## src/rtl/min2_pkg.sv

```systemverilog
// Shared types, default widths and helpers for the streaming two-minimum finder.
package min2_pkg;

  localparam int unsigned DEF_DATA_W = 11;
  localparam int unsigned DEF_IDX_W  = 7;

  // Ordered candidate pair: min1 <= min2, idx1/idx2 are global indices.
  typedef struct packed {
    logic [DEF_DATA_W-1:0] min1;
    logic [DEF_DATA_W-1:0] min2;
    logic [DEF_IDX_W-1:0]  idx1;
    logic [DEF_IDX_W-1:0]  idx2;
  } min_pair_t;

  // Value reported for an unused slot.
  localparam logic [DEF_DATA_W-1:0] EMPTY = '1;

  // Number of lane-select bits for a power-of-two lane count.
  function automatic int unsigned lanes_log2(input int unsigned n);
    int unsigned r;
    r = 0;
    for (int unsigned i = 0; i < 32; i++) begin
      if ((32'd1 << i) < n) r = i + 1;
    end
    return r;
  endfunction

endpackage

```

## src/rtl/min2_merge.sv

```systemverilog
// Combinational merge of two ordered pairs into one ordered pair.
// Operand a always carries the lower indices, so a wins every value tie.
// Invalid slots never win and are reported as all-ones with index 0.
module min2_merge
  import min2_pkg::*;
#(
  parameter int unsigned DATA_W = DEF_DATA_W,
  parameter int unsigned IDX_W  = DEF_IDX_W
) (
  input  logic              a_v1,
  input  logic              a_v2,
  input  logic [DATA_W-1:0] a_min1,
  input  logic [DATA_W-1:0] a_min2,
  input  logic [IDX_W-1:0]  a_idx1,
  input  logic [IDX_W-1:0]  a_idx2,
  input  logic              b_v1,
  input  logic              b_v2,
  input  logic [DATA_W-1:0] b_min1,
  input  logic [DATA_W-1:0] b_min2,
  input  logic [IDX_W-1:0]  b_idx1,
  input  logic [IDX_W-1:0]  b_idx2,
  output logic              r_v1,
  output logic              r_v2,
  output logic [DATA_W-1:0] r_min1,
  output logic [DATA_W-1:0] r_min2,
  output logic [IDX_W-1:0]  r_idx1,
  output logic [IDX_W-1:0]  r_idx2
);

  logic              a_first;
  logic              sec_x;
  logic              f_v;
  logic [DATA_W-1:0] f_m;
  logic [IDX_W-1:0]  f_i;
  logic              p_v;
  logic [DATA_W-1:0] p_m;
  logic [IDX_W-1:0]  p_i;
  logic              q_v;
  logic [DATA_W-1:0] q_m;
  logic [IDX_W-1:0]  q_i;
  logic              s_v;
  logic [DATA_W-1:0] s_m;
  logic [IDX_W-1:0]  s_i;

  // Pick the overall minimum, then the better of the two remaining heads.
  always_comb begin
    a_first = a_v1 && (!b_v1 || (a_min1 <= b_min1));
    if (a_first) begin
      f_v = a_v1;  f_m = a_min1;  f_i = a_idx1;
      p_v = a_v2;  p_m = a_min2;  p_i = a_idx2;
      q_v = b_v1;  q_m = b_min1;  q_i = b_idx1;
    end else begin
      f_v = b_v1;  f_m = b_min1;  f_i = b_idx1;
      p_v = a_v1;  p_m = a_min1;  p_i = a_idx1;
      q_v = b_v2;  q_m = b_min2;  q_i = b_idx2;
    end
    // p always comes from operand a (lower indices), so it wins ties.
    sec_x = p_v && (!q_v || (p_m <= q_m));
    s_v   = sec_x ? p_v : q_v;
    s_m   = sec_x ? p_m : q_m;
    s_i   = sec_x ? p_i : q_i;
  end

  assign r_v1   = f_v;
  assign r_min1 = f_v ? f_m : '1;
  assign r_idx1 = f_v ? f_i : '0;
  assign r_v2   = s_v;
  assign r_min2 = s_v ? s_m : '1;
  assign r_idx2 = s_v ? s_i : '0;

endmodule

```

## src/rtl/stream_min2_finder.sv

```systemverilog
// Streaming smallest/second-smallest finder over in_last-terminated bursts,
// LANES magnitudes per beat, one result per message via valid/ready.
module stream_min2_finder
  import min2_pkg::*;
#(
  parameter int unsigned DATA_W     = DEF_DATA_W,
  parameter int unsigned LANES      = 4,
  parameter int unsigned IDX_W      = DEF_IDX_W,
  parameter bit          ZERO_EMPTY = 1'b1
) (
  input  logic                    clk,
  input  logic                    rst,
  input  logic                    in_valid,
  output logic                    in_ready,
  input  logic [LANES*DATA_W-1:0] in_data,
  input  logic                    in_last,
  output logic                    out_valid,
  input  logic                    out_ready,
  output logic [DATA_W-1:0]       min1,
  output logic [DATA_W-1:0]       min2,
  output logic [IDX_W-1:0]        min1_idx,
  output logic [IDX_W-1:0]        min2_idx,
  output logic [IDX_W:0]          cand_cnt,
  output logic                    ovf
);

  localparam int unsigned LL = lanes_log2(LANES);
  localparam int unsigned BW = IDX_W - LL;
  localparam logic [BW-1:0] BeatMax = '1;
  localparam logic [IDX_W+1:0] CntMax = (IDX_W + 2)'(1) << IDX_W;

  typedef enum logic [0:0] {StAcc, StDone} state_e;

  state_e state_q, state_d;

  logic              run_v1_q, run_v2_q;
  logic [DATA_W-1:0] run_m1_q, run_m2_q;
  logic [IDX_W-1:0]  run_i1_q, run_i2_q;
  logic              run_v1_d, run_v2_d;
  logic [DATA_W-1:0] run_m1_d, run_m2_d;
  logic [IDX_W-1:0]  run_i1_d, run_i2_d;
  logic [BW-1:0]     beat_cnt_q;
  logic              wrap_q;
  logic              ovf_q;
  logic [IDX_W:0]    cnt_q, cnt_d;
  logic [LL:0]       pop;
  logic [IDX_W+1:0]  cnt_sum;
  logic [LANES-1:0]  lane_ok;
  logic              accept, release_res;

  // Heap-ordered merge tree: node n merges 2n (lower lanes) and 2n+1.
  logic              nd_v1 [1:2*LANES-1];
  logic              nd_v2 [1:2*LANES-1];
  logic [DATA_W-1:0] nd_m1 [1:2*LANES-1];
  logic [DATA_W-1:0] nd_m2 [1:2*LANES-1];
  logic [IDX_W-1:0]  nd_i1 [1:2*LANES-1];
  logic [IDX_W-1:0]  nd_i2 [1:2*LANES-1];

  assign in_ready    = (state_q == StAcc);
  assign out_valid   = (state_q == StDone);
  assign accept      = in_valid && in_ready;
  assign release_res = out_valid && out_ready;

  for (genvar k = 0; k < LANES; k++) begin : g_leaf
    logic [DATA_W-1:0] lane;
    assign lane       = in_data[k*DATA_W +: DATA_W];
    // Beats after the index space wrapped never become candidates.
    assign lane_ok[k] = !wrap_q && (!ZERO_EMPTY || (lane != '0));
    assign nd_v1[LANES+k] = lane_ok[k];
    assign nd_m1[LANES+k] = lane_ok[k] ? lane : '1;
    assign nd_i1[LANES+k] = lane_ok[k] ? {beat_cnt_q, LL'(k)} : '0;
    assign nd_v2[LANES+k] = 1'b0;
    assign nd_m2[LANES+k] = '1;
    assign nd_i2[LANES+k] = '0;
  end

  for (genvar n = 1; n < LANES; n++) begin : g_tree
    min2_merge #(
      .DATA_W(DATA_W),
      .IDX_W (IDX_W)
    ) u_merge (
      .a_v1  (nd_v1[2*n]),
      .a_v2  (nd_v2[2*n]),
      .a_min1(nd_m1[2*n]),
      .a_min2(nd_m2[2*n]),
      .a_idx1(nd_i1[2*n]),
      .a_idx2(nd_i2[2*n]),
      .b_v1  (nd_v1[2*n+1]),
      .b_v2  (nd_v2[2*n+1]),
      .b_min1(nd_m1[2*n+1]),
      .b_min2(nd_m2[2*n+1]),
      .b_idx1(nd_i1[2*n+1]),
      .b_idx2(nd_i2[2*n+1]),
      .r_v1  (nd_v1[n]),
      .r_v2  (nd_v2[n]),
      .r_min1(nd_m1[n]),
      .r_min2(nd_m2[n]),
      .r_idx1(nd_i1[n]),
      .r_idx2(nd_i2[n])
    );
  end

  // Running pair holds earlier beats, hence the lower indices: it is operand a.
  min2_merge #(
    .DATA_W(DATA_W),
    .IDX_W (IDX_W)
  ) u_run_merge (
    .a_v1  (run_v1_q),
    .a_v2  (run_v2_q),
    .a_min1(run_m1_q),
    .a_min2(run_m2_q),
    .a_idx1(run_i1_q),
    .a_idx2(run_i2_q),
    .b_v1  (nd_v1[1]),
    .b_v2  (nd_v2[1]),
    .b_min1(nd_m1[1]),
    .b_min2(nd_m2[1]),
    .b_idx1(nd_i1[1]),
    .b_idx2(nd_i2[1]),
    .r_v1  (run_v1_d),
    .r_v2  (run_v2_d),
    .r_min1(run_m1_d),
    .r_min2(run_m2_d),
    .r_idx1(run_i1_d),
    .r_idx2(run_i2_d)
  );

  // Saturating candidate count for the accepted beat.
  always_comb begin
    pop = '0;
    for (int k = 0; k < LANES; k++) begin
      pop = pop + (LL + 1)'(lane_ok[k]);
    end
    cnt_sum = {1'b0, cnt_q} + (IDX_W + 2)'(pop);
    cnt_d   = (cnt_sum > CntMax) ? CntMax[IDX_W:0] : cnt_sum[IDX_W:0];
  end

  // Next-state logic: accumulate until in_last, hold result until taken.
  always_comb begin
    state_d = state_q;
    unique case (state_q)
      StAcc:   if (accept && in_last) state_d = StDone;
      StDone:  if (release_res)       state_d = StAcc;
      default: state_d = StAcc;
    endcase
  end

  // State, running pair, beat counter and message flags.
  always_ff @(posedge clk) begin
    if (rst) begin
      state_q    <= StAcc;
      run_v1_q   <= 1'b0;
      run_v2_q   <= 1'b0;
      run_m1_q   <= '1;
      run_m2_q   <= '1;
      run_i1_q   <= '0;
      run_i2_q   <= '0;
      beat_cnt_q <= '0;
      wrap_q     <= 1'b0;
      ovf_q      <= 1'b0;
      cnt_q      <= '0;
    end else begin
      state_q <= state_d;
      if (accept) begin
        run_v1_q   <= run_v1_d;
        run_v2_q   <= run_v2_d;
        run_m1_q   <= run_m1_d;
        run_m2_q   <= run_m2_d;
        run_i1_q   <= run_i1_d;
        run_i2_q   <= run_i2_d;
        cnt_q      <= cnt_d;
        ovf_q      <= ovf_q | wrap_q;
        beat_cnt_q <= beat_cnt_q + 1'b1;
        if (beat_cnt_q == BeatMax) wrap_q <= 1'b1;
      end else if (release_res) begin
        run_v1_q   <= 1'b0;
        run_v2_q   <= 1'b0;
        run_m1_q   <= '1;
        run_m2_q   <= '1;
        run_i1_q   <= '0;
        run_i2_q   <= '0;
        beat_cnt_q <= '0;
        wrap_q     <= 1'b0;
        ovf_q      <= 1'b0;
        cnt_q      <= '0;
      end
    end
  end

  assign min1     = run_m1_q;
  assign min2     = run_m2_q;
  assign min1_idx = run_i1_q;
  assign min2_idx = run_i2_q;
  assign cand_cnt = cnt_q;
  assign ovf      = ovf_q;

endmodule

```

## config.mk

```make
export PLATFORM = sky130hd
export DESIGN_NAME = stream_min2_finder
export DESIGN_NICKNAME = d
export VERILOG_FILES = /design/src/rtl/min2_pkg.sv /design/src/rtl/min2_merge.sv /design/src/rtl/stream_min2_finder.sv
export SDC_FILE = /design/constraint.sdc
export NUM_CORES = 1
export LEC_CHECK = 0
export BUFFER_PORTS_ARGS = -buffer_cell sky130_fd_sc_hd__buf_2
export CORE_UTILIZATION = 60
export DETAILED_ROUTE_END_ITERATION = 16
export PLACE_DENSITY = 0.89
export SYNTH_ARGS = -nofsm -noshare
export SYNTH_HDL_FRONTEND = slang
export SYNTH_SLANG_ARGS = --single-unit
```

## constraint.sdc

```tcl
create_clock -name clk -period 17.8 [get_ports clk]
set_input_delay 0.89 -clock clk [delete_from_list [all_inputs] [get_ports clk]]
set_output_delay 0.89 -clock clk [all_outputs]
set_load 0.05 [all_outputs]
```

==> reports/summary.txt <==
status = completed
Leak = 3.11 nW
hold_sp = min2_idx[5]
DIE WIDTH = 105 um
core area = 10,300 um2
post-DP HPWL = 15,300 um
Final Skew = 10.2 ps
Syn Inst Count = 849
final hold violation count = 0
synthesized area per cell = 7.47 um2
Max clock buf depth = 2
hold path depth = 2
die area = 11,000 um2
worst-path fanout max = 25
WL final = 19,400 um
Worst Path Required = 18,030 ps
Reg2Reg Setup Slack = 5300 ps
final worst slack = 4810 ps
Total Neg Setup Slack = 0 ps
unrepaired setup endpoints after global routing = false
total power = 0.764 mW
io pins = 96
Finished Layout Cells = 1,049
clk_lat worst skew = 330 ps
number of global-route vias before repair = 6,222
FFs w/ async S/R, synth = 0%
FF-to-FF path depth = 42
CP startpoint kind = primary input
Ant. Diodes = 0
port bufs = 95
pre-CTS WS = 4790 ps
largest net degree at the start of global routing = 57
Util after Layout = 67.6%
area grow syn2layout = 9.57%
Highest Clock Rate = 77.0 MHz
DRC violation total after the first TritonRoute iteration = 688
mapped cell area = 6340 um2
# DRC = 0
number of setup buffers added after CTS = 0
Num Clock Sinks = 54
Crit. End Element = flop
min cycle time layout = 12,990 ps
antenna viol nets, final = 0
# rows = 37
CTS tree = done
r2r startpoint = wrap_q
top cell type's share of synthesized area = 17.0%
fin nets = 1,031
R2R Path End = min2_idx[1]
Slowest-stage cell, CP = o31ai_1
Via density = 6.57
Slowest Stage Delay on Critical Path = 1020 ps
WL/cell = 18.5 um
yosys synthesis warning count = 0
GRT Overall Usage = 35.0%
critical path class = primary input to flop
post-synth top area cell = dfxtp_1
Die Y = 105 um
fin crit share = 73.0%
EDFF count, synth = 0
Post-CTS Resized = 0
Max Slew Vio Count = 0
Post-CTS Hold Fix Bufs = 0
top-count cell post-synth = nor2_1
Yosys reg bits = 54
Reg clk slew, reported paths = 110 ps
CTS buffer count = 5
first-pass GRT wire length = 31,200 um
Vias = 6,897
Main synth FF type = dfxtp_1
Power Dens Cells = 110 nW/um2
Worst slew margin = 21.6%
share of layout cells above drive strength 1 = 17.2%
Worst-Margin Slew = 1170 ps
Peak supply drop = 0.0000609 V
root buffer cell = clkbuf_8
max cap viols = 0
DR pass1 iterations = 6
worst min path class = flop to flop
Final setup viols = 0
Area contributors post-synth = dfxtp_1 17%, ha_1 13%, nor2_1 5.9%
Synth top cells by count = 100 x nor2_1, 71 x a21oi_1, 67 x ha_1
Syn Nets = 968
grt total ovfl = 0
initial cell density of the core = 61.7%
Seq/Total Area, Yosys = 17.0%
initial antenna violation count = 0
dpl cells = 1,041
post-synthesis cell type count = 71
RePlAce Congestion = 1.00
WP data arrival = 13,220 ps
Hold EP = min2_idx[5]
H-Tree Depth = 2
## critical path: cells and delay by family
family / cells / cell delay (ps)
AO/OA/AOI/OAI: 21 / 6730
AND/OR/NAND/NOR: 10 / 2050
adder cells (fa/ha/maj): 5 / 1550
multiplexers: 4 / 1350
XOR/XNOR: 1 / 330
buffers and inverters: 3 / 280
## flip-flops by register name (all words and copies together) (netlist names)
register and count:
beat_cnt_q 5, cand_cnt 8, min1 11, min1_idx 7, min2 11, min2_idx 7, out_valid 1, ovf 1
run_v1_q 1, run_v2_q 1, wrap_q 1
## layer usage
| metal | vias up | track usage [%] | part of all wire (%) |
|---|---|---|---|
| li1 | 3290 | - | - |
| met1 | 3180 | 47.9 | 44 |
| met2 | 375 | 56.0 | 45 |
| met3 | 52 | 5.74 | 8.9 |
| met4 | 0 | 11.8 | 2.8 |
| met5 | - | 0 | 0 |
## layout make-up
| class | count | area [um2] |
|---|---|---|
| clock buffer | 5 | 68.8 |
| inverter | 47 | 176 |
| tap | 136 | 170 |
| fill | 928 | 3330 |
| sequential | 54 | 1080 |
| timing repair buffer | 102 | 528 |
| clock inverter | 3 | 28.8 |
| multi-input combinational | 702 | 4890 |
## stage by stage
stage | hold slack, ps | area, um2
after floorplan | 449 | 6340
after global placement | 445 | 6850
after detailed placement | 445 | 6850
after CTS | 461 | 6950
after global routing | 493 | 6950
final | 460 | 6950
## cell usage in the layout, fill, tap and decap left out, types with 7 or more instances in the layout
master    synthesis  final
mux2_2           23     23
nand3_1          33     33
dfxtp_1          54     54
o21a_1           13     13
buf_2             7     95
and3_1           11     11
and2_1            9      9
nor3_1           17     17
or2_2             8      8
buf_4             0      7
nor4_1            8      8
inv_1            47     47
nor2b_1           9      9
or3_1            19     19
nor2_1          100    100
nand2_1          49     49
nand2b_1         16     16
a21o_1           17     17
a22oi_1           9      9
o211ai_1         13     13
a21oi_1          71     70
nand4_1          12     12
ha_1             67     67
o21ai_0          44     44
mux2i_1          34     34
a31oi_1          18     18
## power breakdown
part	internal [mW]	leakage, nW	total [mW]	switching [mW]
logic	0.209	2.62	0.541	0.332
registers	0.134	0.441	0.147	0.0130
clock network	0.0293	0.0502	0.0760	0.0467
total	0.372	3.11	0.764	0.391
## worst max-delay path by stage
stage,endpoint,cells after the start,startpoint
5_1_grt,min2_idx[1],44,in_data[41]
3_5_place_dp,min2_idx[1],44,in_data[41]
3_3_place_gp,min2_idx[1],44,in_data[41]
6_report,min2_idx[1],44,in_data[41]
4_1_cts,min2_idx[1],44,in_data[41]
2_1_floorplan,min2_idx[1],54,in_data[34]
## cells by family after synthesis
| logic type | synth area share (%) |
|---|---|
| compound gates | 27.6 |
| xor+xnor | 0.829 |
| fa+ha+maj | 14.5 |
| buf+inv | 5.88 |
| flops | 17.0 |
| mux | 10.5 |
| simple gates | 23.6 |
(Power assumes the default switching activity.)
